===== src/rtl/calc_pkg.sv =====
// Purpose: shared types and constants for the calculator sequencer.
// Latency: n/a (types and constants only).
// Backpressure: n/a.
package calc_pkg;

    // The encoding is visible on state_o, so each value is fixed explicitly.
    typedef enum logic [1:0] {
        ST_ENTER_A = 2'd0,
        ST_ENTER_B = 2'd1,
        ST_COMPUTE = 2'd2,
        ST_SHOW    = 2'd3
    } calc_state_t;

    // Display-source select codes.
    localparam logic [1:0] DISP_SW  = 2'd0;
    localparam logic [1:0] DISP_A   = 2'd1;
    localparam logic [1:0] DISP_B   = 2'd2;
    localparam logic [1:0] DISP_RES = 2'd3;

    // Operation codes.
    localparam logic OP_ADD = 1'b1;
    localparam logic OP_SUB = 1'b0;

endpackage


===== src/rtl/btn_conditioner.sv =====
// Purpose: 2-FF synchroniser, debounce counter and rising-edge pulse for one raw button.
// Latency: pulse appears 2 + DEBOUNCE_CYCLES clocks after a clean press.
// Backpressure: none; the pulse is one cycle wide and is not held.
// Ports: clk, rst_n (async active-low), i_btn (raw level), o_pulse (1-cycle press pulse).
module btn_conditioner #(
    parameter int DEBOUNCE_CYCLES = 250000    // minimum 2
) (
    input  logic clk,
    input  logic rst_n,
    input  logic i_btn,
    output logic o_pulse
);

    localparam int               CW       = $clog2(DEBOUNCE_CYCLES);
    localparam logic [CW-1:0]    CNT_LAST = CW'(DEBOUNCE_CYCLES - 1);

    logic [1:0]    r_sync;
    logic [CW-1:0] r_cnt;
    logic          r_level;
    logic          r_pulse;

    // The counter only advances while the synchronised sample differs from
    // the accepted level; any sample equal to the level restarts it, so a
    // change needs DEBOUNCE_CYCLES consecutive agreeing samples.
    always_ff @(posedge clk or negedge rst_n) begin
        if (!rst_n) begin
            r_sync  <= 2'b00;
            r_cnt   <= '0;
            r_level <= 1'b0;
            r_pulse <= 1'b0;
        end else begin
            r_sync  <= {r_sync[0], i_btn};
            r_pulse <= 1'b0;
            if (r_sync[1] == r_level) begin
                r_cnt <= '0;
            end else if (r_cnt == CNT_LAST) begin
                r_cnt   <= '0;
                r_level <= r_sync[1];
                r_pulse <= r_sync[1];    // only the 0->1 acceptance pulses
            end else begin
                r_cnt <= r_cnt + CW'(1);
            end
        end
    end

    assign o_pulse = r_pulse;

endmodule


===== src/rtl/calc_sequencer.sv =====
// Purpose: sequences one calculation (enter A, enter B, compute, show) around an external ALU.
// Latency: confirm pulse in ENTER_B at cycle N -> COMPUTE at N+1 -> result_valid from N+2.
// Backpressure: none; button pulses that the current state does not use are dropped.
// Ports: clk, rst_n (async active-low); sw, op_sel, btn_confirm/clear/mode (raw inputs);
//        alu_result/alu_flag (from ALU); operand_a/b, op_latched (to ALU);
//        result, result_flag, result_valid, disp_sel, hex_mode, state_o (to display).
// Build option: define CALC_CHAIN_EN so a confirm in SHOW loads the result into operand A
//        and continues at ENTER_B, allowing chained operations.
module calc_sequencer
    import calc_pkg::*;
#(
    parameter int WIDTH           = 4,
    parameter int DEBOUNCE_CYCLES = 250000
) (
    input  logic             clk,
    input  logic             rst_n,
    input  logic [WIDTH-1:0] sw,
    input  logic             op_sel,
    input  logic             btn_confirm,
    input  logic             btn_clear,
    input  logic             btn_mode,
    input  logic [WIDTH-1:0] alu_result,
    input  logic             alu_flag,
    output logic [WIDTH-1:0] operand_a,
    output logic [WIDTH-1:0] operand_b,
    output logic             op_latched,
    output logic [WIDTH-1:0] result,
    output logic             result_flag,
    output logic             result_valid,
    output logic [1:0]       disp_sel,
    output logic             hex_mode,
    output logic [1:0]       state_o
);

    logic w_confirm;
    logic w_clear;
    logic w_mode;

    btn_conditioner #(.DEBOUNCE_CYCLES(DEBOUNCE_CYCLES)) u_cond_confirm (
        .clk    (clk),
        .rst_n  (rst_n),
        .i_btn  (btn_confirm),
        .o_pulse(w_confirm)
    );

    btn_conditioner #(.DEBOUNCE_CYCLES(DEBOUNCE_CYCLES)) u_cond_clear (
        .clk    (clk),
        .rst_n  (rst_n),
        .i_btn  (btn_clear),
        .o_pulse(w_clear)
    );

    btn_conditioner #(.DEBOUNCE_CYCLES(DEBOUNCE_CYCLES)) u_cond_mode (
        .clk    (clk),
        .rst_n  (rst_n),
        .i_btn  (btn_mode),
        .o_pulse(w_mode)
    );

    calc_state_t      r_state;
    calc_state_t      w_state_next;
    logic             w_load_a;
    logic             w_load_b;
    logic             w_capture;
`ifdef CALC_CHAIN_EN
    logic             w_chain_a;
`endif

    logic [WIDTH-1:0] r_operand_a;
    logic [WIDTH-1:0] r_operand_b;
    logic             r_op_latched;
    logic [WIDTH-1:0] r_result;
    logic             r_result_flag;
    logic             r_result_valid;
    logic [1:0]       r_disp_sel;
    logic             r_hex_mode;

    always_ff @(posedge clk or negedge rst_n) begin
        if (!rst_n) begin
            r_state <= ST_ENTER_A;
        end else begin
            r_state <= w_state_next;
        end
    end

    // Clear overrides everything, including a same-cycle confirm and the
    // COMPUTE capture; confirm is ignored in COMPUTE.
    always_comb begin
        w_state_next = r_state;
        w_load_a     = 1'b0;
        w_load_b     = 1'b0;
        w_capture    = 1'b0;
`ifdef CALC_CHAIN_EN
        w_chain_a    = 1'b0;
`endif
        case (r_state)
            ST_ENTER_A: begin
                if (w_confirm) begin
                    w_load_a     = 1'b1;
                    w_state_next = ST_ENTER_B;
                end
            end
            ST_ENTER_B: begin
                if (w_confirm) begin
                    w_load_b     = 1'b1;
                    w_state_next = ST_COMPUTE;
                end
            end
            ST_COMPUTE: begin
                w_capture    = 1'b1;
                w_state_next = ST_SHOW;
            end
            ST_SHOW: begin
                if (w_confirm) begin
`ifdef CALC_CHAIN_EN
                    w_chain_a    = 1'b1;
                    w_state_next = ST_ENTER_B;
`else
                    w_state_next = ST_ENTER_A;
`endif
                end
            end
            default: w_state_next = ST_ENTER_A;
        endcase
        if (w_clear) begin
            w_state_next = ST_ENTER_A;
            w_load_a     = 1'b0;
            w_load_b     = 1'b0;
            w_capture    = 1'b0;
`ifdef CALC_CHAIN_EN
            w_chain_a    = 1'b0;
`endif
        end
    end

    always_ff @(posedge clk or negedge rst_n) begin
        if (!rst_n) begin
            r_operand_a   <= '0;
            r_operand_b   <= '0;
            r_op_latched  <= OP_ADD;
            r_result      <= '0;
            r_result_flag <= 1'b0;
        end else if (w_clear) begin
            r_operand_a   <= '0;
            r_operand_b   <= '0;
            r_result      <= '0;
            r_result_flag <= 1'b0;
        end else begin
            if (w_load_a) begin
                r_operand_a <= sw;
            end
`ifdef CALC_CHAIN_EN
            if (w_chain_a) begin
                r_operand_a <= r_result;
            end
`endif
            if (w_load_b) begin
                r_operand_b  <= sw;
                r_op_latched <= op_sel;
            end
            if (w_capture) begin
                r_result      <= alu_result;
                r_result_flag <= alu_flag;
            end
        end
    end

    // Display-side outputs are registered from the next state so they line
    // up with r_state; COMPUTE keeps whatever select was already shown.
    always_ff @(posedge clk or negedge rst_n) begin
        if (!rst_n) begin
            r_result_valid <= 1'b0;
            r_disp_sel     <= DISP_SW;
            r_hex_mode     <= 1'b1;
        end else begin
            r_result_valid <= (w_state_next == ST_SHOW);
            case (w_state_next)
                ST_SHOW:    r_disp_sel <= DISP_RES;
                ST_COMPUTE: r_disp_sel <= r_disp_sel;
                default:    r_disp_sel <= DISP_SW;
            endcase
            if (w_mode) begin
                r_hex_mode <= ~r_hex_mode;
            end
        end
    end

    assign operand_a    = r_operand_a;
    assign operand_b    = r_operand_b;
    assign op_latched   = r_op_latched;
    assign result       = r_result;
    assign result_flag  = r_result_flag;
    assign result_valid = r_result_valid;
    assign disp_sel     = r_disp_sel;
    assign hex_mode     = r_hex_mode;
    assign state_o      = r_state;

endmodule


===== config.mk =====
export PLATFORM = sky130hd
export DESIGN_NAME = calc_sequencer
export DESIGN_NICKNAME = d
export VERILOG_FILES = /design/src/rtl/calc_pkg.sv /design/src/rtl/btn_conditioner.sv /design/src/rtl/calc_sequencer.sv
export SDC_FILE = /design/constraint.sdc
export NUM_CORES = 1
export LEC_CHECK = 0
export CORE_MARGIN = 4
export CORE_UTILIZATION = 55
export CTS_CLUSTER_DIAMETER = 80
export DETAILED_ROUTE_END_ITERATION = 6
export DONT_BUFFER_PORTS = 1
export PLACE_DENSITY_LB_ADDON = 0.05
export SKIP_CTS_REPAIR_TIMING = 1
export SLEW_MARGIN = 20
export SYNTH_ARGS = -nofsm -noshare
export SYNTH_HDL_FRONTEND = slang
export SYNTH_SLANG_ARGS = --single-unit

===== constraint.sdc =====
create_clock -name clk -period 5.9 [get_ports clk]
set_clock_uncertainty 0.15 [all_clocks]
set_input_delay 1.18 -clock clk [delete_from_list [all_inputs] [get_ports clk]]
set_output_delay 1.18 -clock clk [all_outputs]
set_load 0.01 [all_outputs]

==> results.md <==
* CP peak stage delay at 0.99 ns
* Final Setup Violations at 0
* CTS clk-pin slew, worst paths at approximately 0.08 ns
* Pint at 800 µW
* Slew Limit Headroom at 37.8%
* Final wirelength at roughly 6600 µm
* Routed length per instance at between 10 and 15 µm
* Final period util at 40.2%
* Starting density of the core at between 50% and 60%
* VDD IR max at 147 µV
* Core Area at slightly below 7000 µm²
* PD cells at 249 nW/µm²
* Area Growth Syn to Fin at 6.73%
* CTS tree: built
* Rows at 30
* GRT Overall Usage at between 10% and 20%
* Top FF cell, synth: dfrtp_1
* Unrepaired setup endpoints after global routing: no
* #FFs+latches synth at 85
* Least-Margin Pin Slew at ~0.93 ns
* Status: complete, no violations
* Fillers at 577
* CP required at 5.94 ns
* Post-synth top area share at a little over half
* Multi-input logic area at about 1700 µm²
* Met3 wire len at about 250 µm
* Avg Cell Area, Syn at around 11 µm²
* CTS Buf Count at 9
* Largest net degree at the start of global routing at 86
* Worst Hold Slack at roughly 0.21 ns
* Die ar. at 8470 µm²
* Asr flop ratio synth at 100%
* Synth area leaders: dfrtp_1 53%, xnor2_1 8.6%, nor2_1 6.8%
* # IOs at 35
* Final ANT Viol Nets at 0
* Synth Cell Area at 3880 µm²
* Share of cells above drive strength 1 at under 10%
* Setup TNS Final at 0 ns
* Critical path type: reg -> reg
* Tmin final at roughly 2.4 ns
* CP Launch Type: register
* H-tree levels at 3
* Register area at roughly 2100 µm²
* Max Cap Violations at 0
* Seq/Total Area, Yosys at a little over half
* Met2 WL at approximately 3000 µm
* Count of cell types in the netlist at 40
* Worst Path Buf+Inv at 0
* Leak Pwr at between 0.0015 and 0.002 µW
* Final hold viol count at 0
* Dominant cell type by area after synthesis: dfrtp_1
* Overflow after GRT at 0
* Mapped Cells at ~360
* 1st-pass router iterations at 4
* Initial DRC count at slightly above 60
* Nets at 380
* GPL Wtd Cong at 0.792
* Psw at between 200 and 250 µW
* Syn_nets at between 300 and 400
* Clock latency on the worst-skew pair at between 0.3 and 0.4 ns
* Top layer in use: met4
* Antenna violations before repair at 0
* Vias at 2534
* Dpl hpwl at around 4400 µm
* Post-DR vias/cell at 5.47
* Port buffer count at 0
* DRC violations left at 0
* Crit-path slowest cell: o41ai_4
* Vert. Die Dim at 92.0 µm
* DRT met1 WL at ~3300 µm
* First-pass GRT wire length at 11400 µm
* Worst setup EP type: register
* CTS Sinks at 85
* Max FO, Critical Path at 17
* Pins Over Slew Limit at 0
* Fmax achieved at 0.421 GHz
* Chip Width at 92.0 µm
* Crit path max-delay family: compound AO/OA/AOI/OAI gates
* Clk pwr share at 39.7%
* Reg power frac at 58.4%
* Clock Path Buffers at 2
* Combinational share of power at 2.0%
* Class of the worst hold path: reg -> reg
* Switching share of power at around 22%
* Crit path cell chain: ha_1, nand4_1, o41ai_4, nor2_1
* Root Buffer: clkbuf_8
* Number of global-route vias before repair at 2508
* Yosys warns at 0
* Worst EP arrival at 2.41 ns
* Inserted Diodes at 0
* Number of synthesized flops with an enable pin at 0
==> sequential cells by signal, summed over array words and instances, names as in the netlist <==
signal / flops
state_o: 2
operand_b: 4
u_cond_confirm.o_pulse: 1
u_cond_mode.r_level: 1
result_flag: 1
u_cond_confirm.r_level: 1
result_valid: 1
hex_mode: 1
u_cond_confirm.r_cnt: 18
u_cond_clear.r_cnt: 18
result: 4
u_cond_mode.r_cnt: 18
operand_a: 4
u_cond_confirm.r_sync: 2
u_cond_mode.r_sync: 2
u_cond_mode.o_pulse: 1
disp_sel: 1
op_latched: 1
u_cond_clear.r_level: 1
u_cond_clear.o_pulse: 1
u_cond_clear.r_sync: 2
==> power groups by stage <==
stage | logic, µW | clock network, µW | registers [µW]
after floorplan | 17.4 | 0 | 612
after global placement | 20.0 | 0 | 614
after detailed placement | 20.2 | 0 | 614
after CTS | 20.4 | 424 | 603
after global routing | 22.8 | 453 | 604
final | 20.1 | 409 | 602
==> routing by layer <==
layer  up-vias  track usage, %
met5         -               0
met4         0            5.57
met3         6            4.92
met2        39            25.2
met1      1237            22.9
li1       1252               -
==> per-stage QoR <==
stage,total power [µW],setup slack (ns),std cells,utilization [%],instance area (µm²)
after floorplan,629,3.86,362,-,3880
after global placement,634,3.54,447,57.7,3940
after detailed placement,634,3.53,447,57.8,3950
after CTS,1050,3.50,463,60.7,4150
after global routing,1080,3.27,463,60.7,4150
final,1030,3.53,463,60.7,4150
==> cell usage after synthesis (2+ instances only) <==
master    count
dfrtp_1      83
nor2_1       70
xnor2_1      38
nand3_1      20
nor4_1       19
nand4_1      15
mux2i_1      14
nand2_1      14
xor2_1       10
inv_1         9
nor3_1        9
and3_1        6
clkbuf_1      6
a21oi_1       5
nor3b_1       4
buf_4         3
ha_1          3
or2_2         3
or4_4         3
dfstp_2       2
mux2_2        2
mux2_4        2
nand2b_1      2
o31ai_1       2
o41ai_4       2
or4_1         2
==> path summary, 6_finish.rpt <==
path	from	to	slack [ns]	cells after the start
min	u_cond_mode.r_sync[0]	u_cond_mode.r_sync[1]	0.21	0
max in group asynchronous	rst_n	hex_mode	5.01	0
max reg2reg	u_cond_mode.r_cnt[0]	u_cond_mode.r_cnt[14]	3.53	4
min in group asynchronous	rst_n	result_flag	0.37	0
min reg2reg	u_cond_mode.r_sync[0]	u_cond_mode.r_sync[1]	0.21	0
max	u_cond_mode.r_cnt[0]	u_cond_mode.r_cnt[14]	3.53	4
==> cell type report <==
class | instances | share of cell area, %
tap | 96 | 2.90
multi-input combinational | 257 | 40.1
clock inverter | 6 | 1.72
inverter | 9 | 0.815
clock buffer | 10 | 3.08
sequential | 85 | 51.4
==> cells in the final DEF (no fill, tap or decap), drive strengths merged, types with 3 or more instances in the layout <==
master / n
a21oi: 5
and3: 7
clkbuf: 10
dfrtp: 83
ha: 3
inv: 10
mux2: 4
mux2i: 14
nand2: 14
nand3: 20
nand4: 15
nor2: 70
nor3: 9
nor3b: 4
nor4: 20
or2: 3
or4: 5
xnor2: 38
xor2: 10
==> logic make-up after synthesis <==
group	count (synthesis)	share of synthesized area [%]
buffers and inverters	20	2.45
DFF	85	54.8
AOI/OAI and AO/OA	14	3.35
and+or+nand+nor	174	22.6
muxes	18	4.96
adders and majority gates	3	0.966
xor gates and xnor gates	48	10.8
Power figures use the tool's default switching activity.
